===== config.mk =====
export PLATFORM = sky130hd
export DESIGN_NAME = shift_deser
export DESIGN_NICKNAME = d
export VERILOG_FILES = /design/src/rtl/shift_pkg.sv /design/src/rtl/shift_deser_obuf.sv /design/src/rtl/shift_deser.sv
export SDC_FILE = /design/constraint.sdc
export NUM_CORES = 1
export LEC_CHECK = 0
export BUFFER_PORTS_ARGS = -buffer_cell sky130_fd_sc_hd__buf_2
export CORE_MARGIN = 4
export CORE_UTILIZATION = 52
export CTS_CLUSTER_DIAMETER = 120
export DETAILED_ROUTE_END_ITERATION = 10
export PLACE_DENSITY = 0.75
export SETUP_SLACK_MARGIN = 0.3
export SYNTH_ARGS = -nofsm -noshare
export SYNTH_HDL_FRONTEND = slang
export SYNTH_HIERARCHICAL = 1
export SYNTH_SLANG_ARGS = --single-unit

===== constraint.sdc =====
create_clock -name clk -period 1.6 [get_ports clk]
set_input_delay 0.16 -clock clk [delete_from_list [all_inputs] [get_ports clk]]
set_output_delay 0.16 -clock clk [all_outputs]
set_load 0.05 [all_outputs]

===== src/rtl/shift_pkg.sv =====
// Shared types and constants for the serial-to-parallel receiver.
package shift_pkg;

    typedef enum logic {ST_IDLE, ST_SHIFT} shift_st_t;

    localparam logic SHIFT_MSB_FIRST = 1'b1;

endpackage


===== src/rtl/shift_deser_obuf.sv =====
// Single-entry valid/ready holding register; a word arriving while the held
// word is still unconsumed is dropped and flagged in a sticky overflow bit.
module shift_deser_obuf #(
    parameter int WIDTH = 4
) (
    input  logic             clk,
    input  logic             rst,
    input  logic             load_vld,
    input  logic [WIDTH-1:0] load_data,
    input  logic             par_rdy,
    output logic [WIDTH-1:0] par_out,
    output logic             par_vld,
    output logic             overflow
);

    logic [WIDTH-1:0] out_q, out_d;
    logic             vld_q, vld_d;
    logic             ovf_q, ovf_d;

    always_comb begin
        out_d = out_q;
        vld_d = vld_q;
        ovf_d = ovf_q;
        if (load_vld) begin
            if (!vld_q || par_rdy) begin
                out_d = load_data;
                vld_d = 1'b1;
            end else begin
                ovf_d = 1'b1;
            end
        end else if (vld_q && par_rdy) begin
            vld_d = 1'b0;
        end
    end

    always_ff @(posedge clk) begin
        if (rst) begin
            out_q <= '0;
            vld_q <= 1'b0;
            ovf_q <= 1'b0;
        end else begin
            out_q <= out_d;
            vld_q <= vld_d;
            ovf_q <= ovf_d;
        end
    end

    assign par_out  = out_q;
    assign par_vld  = vld_q;
    assign overflow = ovf_q;

endmodule


===== src/rtl/shift_deser.sv =====
// Serial-to-parallel receiver: shifter, bit counter and shift FSM, feeding
// a single-entry output buffer.
//   state    | meaning
//   ST_IDLE  | bit_cnt == 0, no partial word held
//   ST_SHIFT | 0 < bit_cnt < WIDTH, partial word in progress
module shift_deser
    import shift_pkg::*;
#(
    parameter  int WIDTH = 4,
    localparam int CNT_W = $clog2(WIDTH)
) (
    input  logic             clk,
    input  logic             rst,
    input  logic             sdata_in,
    input  logic             sdata_vld,
    input  logic             msb_first,
    input  logic             frame_start,
    output logic [WIDTH-1:0] par_out,
    output logic             par_vld,
    input  logic             par_rdy,
    output logic             busy,
    output logic             overflow
);

    localparam logic [CNT_W-1:0] LAST_CNT = CNT_W'(WIDTH - 1);

    logic [WIDTH-1:0] sh_q, sh_d;
    logic [CNT_W-1:0] bit_cnt_q, bit_cnt_d;
    logic             dir_q, dir_d;
    shift_st_t        st_q, st_d;

    logic             first_bit;
    logic             dir_eff;
    logic [WIDTH-1:0] sh_base;
    logic [CNT_W-1:0] cnt_base;
    logic             word_done;

    always_comb begin
        sh_d      = sh_q;
        bit_cnt_d = bit_cnt_q;
        dir_d     = dir_q;
        word_done = 1'b0;
        first_bit = frame_start || (bit_cnt_q == '0);
        dir_eff   = first_bit ? msb_first : dir_q;
        // frame_start restarts the word, so the stale partial is not shifted on
        sh_base   = frame_start ? '0 : sh_q;
        cnt_base  = frame_start ? '0 : bit_cnt_q;
        if (sdata_vld) begin
            dir_d = dir_eff;
            if (dir_eff == SHIFT_MSB_FIRST) begin
                sh_d = {sh_base[WIDTH-2:0], sdata_in};
            end else begin
                sh_d = {sdata_in, sh_base[WIDTH-1:1]};
            end
            if (cnt_base == LAST_CNT) begin
                bit_cnt_d = '0;
                word_done = 1'b1;
            end else begin
                bit_cnt_d = cnt_base + CNT_W'(1);
            end
        end else if (frame_start) begin
            bit_cnt_d = '0;
        end
        st_d = (bit_cnt_d == '0) ? ST_IDLE : ST_SHIFT;
    end

    always_ff @(posedge clk) begin
        if (rst) begin
            sh_q      <= '0;
            bit_cnt_q <= '0;
            dir_q     <= 1'b0;
            st_q      <= ST_IDLE;
        end else begin
            sh_q      <= sh_d;
            bit_cnt_q <= bit_cnt_d;
            dir_q     <= dir_d;
            st_q      <= st_d;
        end
    end

    assign busy = (st_q == ST_SHIFT);

    shift_deser_obuf #(.WIDTH(WIDTH)) u_obuf (
        .clk       (clk),
        .rst       (rst),
        .load_vld  (word_done),
        .load_data (sh_d),
        .par_rdy   (par_rdy),
        .par_out   (par_out),
        .par_vld   (par_vld),
        .overflow  (overflow)
    );

endmodule


==> results by stage, run 1 <==
Outcome:
- The flow ran to the end, and the final reports show no timing, DRC or antenna violations.

Timing:
- The max-slew violation count is 0.
- After routing, the total negative slack on setup checks comes to 0 ps.
- The maximum frequency from static timing analysis is 711 MHz.
- Between clock sinks in the finished design, the worst skew comes to 5.73 ps.
- The worst pin sits at a relative slew slack of 0.726.
- Setup repair after global routing could not meet its margin everywhere.
- After layout, the minimum clock period comes to roughly 1400 ps.
- Setup violations remaining at the end of the flow were counted as 0.
- The slew at the pin closest to its max-slew limit is 411 ps.
- Across all setup checks in the final design, the least slack found is 193 ps.
- Of the available clock period, the critical path in the final layout requires 0.879.
- The worst hold slack is 172 ps.
- The number of hold-slack violations in the final timing report was 0.

Finish:
- 0 antenna diodes ended up in the layout.
- In the final layout, the share of cells above drive strength 1 is 0.420.
- The net count of the finished layout is 110.
- The post-synthesis to final-layout area growth is 26.5%.
- Once layout is done, the placed cells without fillers occupy 951 sq um.
- The fill cell instance count of the final layout is about 100.

Pwr:
- The sequential share of power is 0.510.
- The internal power summed over all cells is 0.520 mW.
- Of the total power, the share spent switching nets is 0.287.
- Summed over all cells, the static leakage comes to 0.392 nW.
- Power spread over the standard cell area amounts to between 700 and 800 nW/um^2.
- Of the total power, the clock network draws 0.286.
- The combinational cell fraction of total power is 0.204.
- For this design the total switching power over the nets is 0.210 mW.
- The worst vdd rail ir drop is 0.000624 V.

Global route:
- The maximum number of pins on one net before global-route repair is 19.
- After global routing the overflow that remains totals 0.
- For met2 alone, demand over resource in global routing was 0.319.
- The total global routing track utilization is 0.185.
- The met3 track demand over resource is 0.0474.
- The first-pass GRT wire length is 2730 microns.
- The number of antenna violations at the first check in global routing is 0.
- The number of global-route vias before repair is 629.
- The met1 track demand over resource is 0.208.
- The layer flagged by global routing as most heavily used is met2.

Placed design:
- The half-perimeter wire length after placement is 1110 microns.
- Once placement finished, the instance area stood at 840 sq um.
- Routability-driven placement finished with a final weighted congestion of 0.852.
- The minimum setup slack after placement is slightly above 100 ps.
- The count of input and output buffers is 13.

Floorplanning:
- The die is 46.0 microns wide.
- The die is 46.0 microns tall.
- The top-level I/O count is 14.
- In this run the standard cell core region covers 1330 sq um.
- The effective utilization at floorplan is 0.564.
- The die area is approximately 2100 sq um.
- The number of placement rows is 13.

Clock network:
- TritonCTS built the clock tree.
- The clock passes through at most 2 buffers.
- The clock tree root buffer cell is clkbuf_4.
- The total number of clock tree sinks is 14.
- The CTS buffer count is 3.
- The H-tree level count is 1.
- After clock tree synthesis, the clock-pin slew on the worst setup and hold paths is ~90 ps.
- The count of hold-fix buffers inserted at cts is 0.
- The clock latency at the later pin of the worst-skew pair is 290 ps.

Yosys:
- The number of nets in the synthesized netlist is 89.
- After technology mapping, the gate count stands at 81.
- The part of the Yosys area used for sequential elements is 0.373.
- The combined area of all synthesized cells is 752 sq um.
- The flip-flop and latch count after synthesis is 14.
- The per-instance average area after synthesis is a little over 9 sq um.
- The number of warnings issued by yosys is 6.
- The post-synthesis cell type count is 34.

Route:
- For this block, the initial DRC count from the detailed router was 15.
- The DRC violation count after routing is 0.
- For this block, the routed nets add up to roughly 1600 microns of wire.
- The number of nets with antenna violations after detailed routing is 0.
- The number of vias per cell after detailed routing is 5.78.
- The detail-routed net length per standard cell is 14.3 microns.
- The first detailed-routing pass took 4 iterations.
- The count of vias placed by the detailed router is 665.

Critical path:
- The total buffers and inverters traversed by the critical path is 0.
- The category of the worst setup path launch point is a flop.
- The endpoint arrival time on the critical path is roughly 1600 ps.
- The critical path goes through or3b_4 > and2_4 > a211oi_2 > nand2b_1 > mux2i_1.
- STA classifies the critical path endpoint as a flop.
- The library cell contributing the largest single delay on the critical path is or3b_4.
- The maximum fanout count along the critical path is 5.
- In this design, the stage delay of the slowest critical-path cell is 420 ps.
- The critical setup path kind is reg2reg.
- Data on the critical path is required at its endpoint by 1830 ps.
- The cell family with the largest share of critical-path delay is simple AND/OR/NAND/NOR gates.

Run:
- The number of max-capacitance violations reported is 0.

Worst hold path:
- The class of the worst hold path is in2reg.
metal layers:
metal / wire length, microns / part of all wire
met1: 724 / 0.44
met2: 799 / 0.49
met3: 69 / 0.042
met4: 49 / 0.030
met5: 0 / 0
cell type report:
| cell class | count | area [sq um] | area share |
|---|---|---|---|
| clock buffer | 3 | 22.5 | 0.0237 |
| multi-input combinational | 62 | 507 | 0.533 |
| sequential | 14 | 285 | 0.300 |
| tap | 15 | 18.8 | 0.0197 |
| timing repair buffer | 19 | 110 | 0.116 |
| inverter | 2 | 7.51 | 0.00789 |
repair_timing:
item | in CTS | in global routing
setup buffers | 1 | 3
cloned | 0 | 0
gates resized for setup | 8 | 5
pin swaps | 3 | 2
setup endpoints to repair | 5 | 6
synth_stat cells (all sizes together):
cell type	n	area (sq um)
nand3b	1	7.51
and2	2	15.0
inv	2	7.51
dfxtp	14	280
a22o	1	10.0
nand2b	9	56.3
ha	1	12.5
nor3	1	5.00
a211oi	4	30.0
a221oi	3	26.3
mux2i	5	50.1
clkbuf	1	3.75
nand4	1	6.26
a21oi	3	15.0
xnor2	1	8.76
nor2b	6	47.5
o21ai	1	5.00
a22oi	1	7.51
buf	2	16.3
and3b	1	8.76
a31oi	1	6.26
nor2	9	33.8
a21bo	1	10.0
o21bai	1	7.51
or2	2	12.5
a2111oi	1	15.0
nand3	3	15.0
and4b	2	21.3
or3b	1	11.3
flip-flops by register name (all words and copies together), names as in the netlist:
| name | flops |
|---|---|
| bit_cnt_q | 2 |
| busy | 1 |
| dir_q | 1 |
| sh_q | 4 |
| u_obuf/overflow | 1 |
| u_obuf/par_out | 4 |
| u_obuf/par_vld | 1 |
stage by stage:
stage | power (mW) | utilization | instances
2_1_floorplan | 0.466 | - | 81
5_1_grt | 0.773 | 0.713 | 115
3_3_place_gp | 0.498 | 0.629 | 108
6_report | 0.730 | 0.713 | 115
3_5_place_dp | 0.501 | 0.629 | 108
4_1_cts | 0.715 | 0.679 | 112
worst min-delay path, stage by stage:
cell and delay, ps:
buf_2 100, nor2b_4 50, nor2_1 80, nor2_1 40
cell usage in the layout (no fill, tap or decap), drive strengths merged, types with 2 or more instances in the layout:
cell    synthesis  routed
buf             2      19
dfxtp          14      14
nor2            9       9
nand2b          9       9
nor2b           6       6
mux2i           5       5
a211oi          4       4
a21oi           3       3
nand3           3       3
clkbuf          1       3
a221oi          3       3
and2            2       2
inv             2       2
or2             2       2
and4b           2       2
logic make-up after synthesis:
family	Yosys count	synth area share
compound gates	17	0.176
buf+inv	5	0.0366
simple gates	38	0.319
flops	14	0.373
mux	5	0.0666
xor+xnor	1	0.0116
fa+ha+maj	1	0.0166
power groups by stage:
stage               clock, mW  combinational (mW)  sequential (mW)
finish                  0.209               0.149            0.372
global route            0.237               0.161            0.375
CTS                     0.207               0.135            0.372
detailed placement          0               0.122            0.379
global placement            0               0.119            0.379
floorplan                   0              0.0825            0.384
final timing paths:
kind | from | end | cells after the start | slack, ps
worst max-delay path | bit_cnt_q[0] | u_obuf/par_out[1] | 5 | 190
worst min register to register | u_obuf/par_out[0] | u_obuf/par_out[0] | 2 | 470
worst max register to register | bit_cnt_q[0] | u_obuf/par_out[1] | 5 | 190
worst min-delay path | par_rdy | u_obuf/par_vld | 4 | 170
(Power assumes the default switching activity.)
==> run 2, diff against run 1 <==
CORE_UTILIZATION = 50   (was 52)
PLACE_DENSITY = 0.74   (was 0.75)
SYNTH_HIERARCHICAL = not set   (was 1)
==> run 2 against run 1 <==
Non-clock buffer count shrank 5. Largest cell class unchanged. Via count shrank 5.1%. Critical endpoint is now u_obuf.par_out[3]. Clock-buffer cell count grew 1.
==> results by stage, run 2 <==
Route:
- The detail-routed net length per standard cell is 13.9 microns (-2.9%).
- The count of vias placed by the detailed router came to 631 (-5.1%).
- The aggregate routed wire length is 1460 microns (-11%).
- The first-pass detailed-route iteration total was 5 (+1).
- The number of nets with antenna violations after detailed routing is 0 (unchanged).
- The violation count after the first detailed-routing iteration was 31 (+16).
- The number of vias per cell after detailed routing was 6.01 (+3.9%).
- The DRC violation count after routing is 0 (unchanged).

Yosys:
- The per-instance average area after synthesis is 8.94 sq um (-3.7%).
- The part of the Yosys area used for sequential elements is 0.418 (+0.0452).
- In the synthesized netlist the dominant register cell turns out to be dfxtp_1.
- The cell count after synthesis is 75 (-7.4%).
- The number of enable-type register cells in the synthesized netlist is 0 (unchanged).
- The flip-flop and latch count after synthesis is 14 (unchanged).
- The combined area of all synthesized cells came to 671 sq um (-11%).
- The post-synthesis cell type count is 27 (-21%).
- By area the synthesized netlist is led by dfxtp_1, a311oi_1, a21oi_1, nor2_1, o21ai_0.
- The proportion of netlist area held by the largest area contributor came to 0.418 (+0.0452).
- The top cell type by total area after synthesis is dfxtp_1.
- dfxtp_1 is the most common cell in the netlist.
- The total nets after synthesis is 83 (-6.7%).
- The number of warnings issued by yosys came to 0 (-6).
- The share of async-settable or async-resettable flops after synthesis was 0 (unchanged).
- The commonest cells after synthesis are dfxtp_1, a311oi_1, nor2_1, a21oi_1, o21ai_0.

Critical path:
- For this design, the slowest cell found on the critical path is dfxtp_4.
- The maximum cell stage delay along the critical path is 390 ps (-30 ps).
- The endpoint arrival time on the critical path was 1490 ps (-150 ps).
- The critical setup path kind is reg2reg.
- The data required time at the worst endpoint is 1800 ps (-30 ps).
- The cell family contributing the most delay on the critical path is flip-flops.
- The maximum fanout count along the critical path is 7 (+2).
- The category of the worst setup path launch point is a flop.
- The worst setup slack for register-to-register paths is 310 ps (+120 ps).
- The total buffers and inverters traversed by the critical path was 0 (unchanged).
- The worst setup path is captured at a flop.
- Traced cell by cell, the critical path runs through and2b_2 > ha_4 > and2_4 > a21oi_2 > a311oi_1.

Timing:
- The maximum frequency from static timing analysis is 775 MHz (+9.0%).
- The slew at the pin closest to its max-slew limit is 306 ps (-105 ps).
- The max-slew violation count was 0 (unchanged).
- The number of hold-slack violations in the final timing report was 0 (unchanged).
- The worst-case clock skew is 7.17 ps (+1.44 ps).
- The final-layout setup total negative slack is 0 ps (unchanged).
- The worst slew margin relative to its limit came to 0.794 (+0.0681).
- The share of the clock period used by the worst path after layout came to 0.807 (-0.0725).
- The final-report setup violation count is 0 (unchanged).
- Setup repair after global routing could not meet its margin everywhere.
- The minimum clock period was 1290 ps (-116 ps).

Placed design:
- The half-perimeter wire length after placement came to 1010 microns (-9.1%).
- The cell count after placement came to 100 (-7.4%).
- The count of input and output buffers came to 13 (unchanged).
- The final RePlAce weighted congestion is 0.813 (-4.6%).
- The total placed instance area is 747 sq um (-11%).

Clock network:
- The clock tree root buffer cell is clkbuf_4.
- The total number of clock tree sinks is 14 (unchanged).
- The TritonCTS clock tree is built.
- The H-tree level count is 1 (unchanged).
- The count of hold-fix buffers inserted at cts is 0 (unchanged).
- The CTS buffer count is 3 (unchanged).
- The clock latency at the later pin of the worst-skew pair is 280 ps (about the same).
- The maximum count of clock buffers along a single path is 2 (unchanged).
- The clock slew seen by the registers of the worst setup and hold paths was 80 ps (about the same).

Finish:
- The number of inserted diodes was 0 (unchanged).
- The fill cell instance count of the final layout came to 90 (-12%).
- The ratio of cells with drive above 1 in the final layout is 0.363 (-0.0574).
- The multi-input combinational cell area is 418 sq um (-18%).
- The area growth from synthesis to layout is 26.3%.
- The non-filler instance count after layout is 105 (-8.7%).
- The area of all placed cells without fillers is 847 sq um (-11%).
- The most common cell after layout, fill and taps aside is buf_2.
- The area taken by flip-flops and latches is 288 sq um (+0.88%).
- In the layout the commonest cells are buf_2, dfxtp_1, nor2_1.
- The number of nets in the final layout is 100 (-9.1%).

Floorplanning:
- The number of placement rows came to 12 (-1).
- The die area is 1990 sq um (-6.0%).
- The width of the die is 44.6 microns (-3.0%).
- The area of the placeable core is 1190 sq um (-11%).
- The y dimension of the die was 44.6 microns (-3.0%).
- The top-level I/O count was 14 (unchanged).
- The effective utilization at floorplan was 0.565 (+0.00161).

Worst hold path:
- The class of the worst hold path is in2reg.

Outcome:
- The flow ran to the end, and the final reports show no timing, DRC or antenna violations.

Pwr:
- The part of the total power dissipated in the clock network is 0.348 (+0.062).
- The sequential share of power is 0.519 (+0.009).
- The worst vdd rail ir drop was 0.000712 V (+14%).
- The power after layout is 0.714 mW (-2.1%).
- The internal power summed over all cells is 0.539 mW (+3.7%).
- The leakage power figure was 0.339 nW (-14%).
- The power dissipated by switching net loads is 0.175 mW (-17%).
- The switching power as a share of total power is 0.245 (-0.0422).
- The power per unit of standard cell area was 843 nW/um^2 (+9.8%).
- The combinational cell fraction of total power came to 0.132 (-0.072).

Global route:
- The number of global-route vias before repair came to 523 (-17%).
- The highest-utilization routing layer at the global route stage is met2.
- The overall overflow remaining after global route was 0 (unchanged).
- The number of antenna violations at the first check in global routing came to 0 (unchanged).
- The maximum number of pins on one net before global-route repair came to 15 (-4).
- The met2 layer usage reported by global route came to 0.218 (-0.101).
- The first-pass GRT wire length is 2150 microns (-21%).
- The met1 track demand over resource came to 0.196 (-0.0124).
- The met3 track demand over resource was 0.0650 (+0.0176).
- The total global routing track utilization is 0.150 (-0.0344).

Run:
- The number of max-capacitance violations reported was 0 (unchanged).
## run 2: cell types whose count changed after synthesis, moves of 2 or more
cell,change
a311oi_1,+9
a21oi_1,+4
nor2b_1,-3
or2_2,-2
inv_1,+2
nand2b_1,-7
nand2_1,+3
a221oi_1,-3
and2b_1,+3
o21ai_0,+4
a211oi_1,-4
mux2i_1,-4
## run 2: power by group through the flow
| stage | clock network [mW] | registers, mW | logic, mW |
|---|---|---|---|
| 2_1_floorplan | 0 | 0.385 | 0.0540 |
| 3_3_place_gp | 0 | 0.379 | 0.0839 |
| 3_5_place_dp | 0 | 0.380 | 0.0845 |
| 4_1_cts | 0.259 | 0.372 | 0.0860 |
| 5_1_grt | 0.267 | 0.373 | 0.105 |
| 6_report | 0.249 | 0.371 | 0.0944 |
## run 2: routing by layer
layer  vias to the layer above  share of wire
met5                         -              0
met4                         0          0.013
met3                         4           0.10
met2                        28           0.45
met1                       287           0.44
li1                        312              -
## run 2: path summary, 6_finish.rpt
check | depth (start not counted) | to | from
setup / recovery | 5 | u_obuf.par_out[3] | bit_cnt_q[0]
setup reg to reg | 5 | u_obuf.par_out[3] | bit_cnt_q[0]
hold reg to reg | 2 | sh_q[1] | sh_q[1]
hold / removal | 2 | u_obuf.overflow | rst
## run 2: cells by family after synthesis
logic type | share of synthesized area
flops | 0.418
mux | 0.0373
compound gates | 0.265
buf+inv | 0.0336
simple gates | 0.215
xor+xnor | 0.0131
fa+ha+maj | 0.0187
## run 2: final cells by class
type | instances | area share
multi-input combinational | 55 | 0.493
sequential | 14 | 0.340
timing repair buffer | 14 | 0.0857
clock buffer | 4 | 0.0428
tap | 14 | 0.0207
inverter | 4 | 0.0177
## run 2: through the flow
stage	setup slack, ps	hold WS, ps	utilization
floorplan	330	232	-
global placement	214	464	0.630
detailed placement	186	468	0.630
CTS	290	203	0.671
global route	237	247	0.714
finish	309	222	0.714
## run 2: timing repair
| action | 4_1_cts | 5_1_grt |
|---|---|---|
| resized for setup | 6 | 7 |
| pin swaps | 0 | 10 |
| setup endpoints to repair | 7 | 8 |
| buffers inserted | 0 | 1 |
| endpoints found under the hold margin | 0 | 0 |
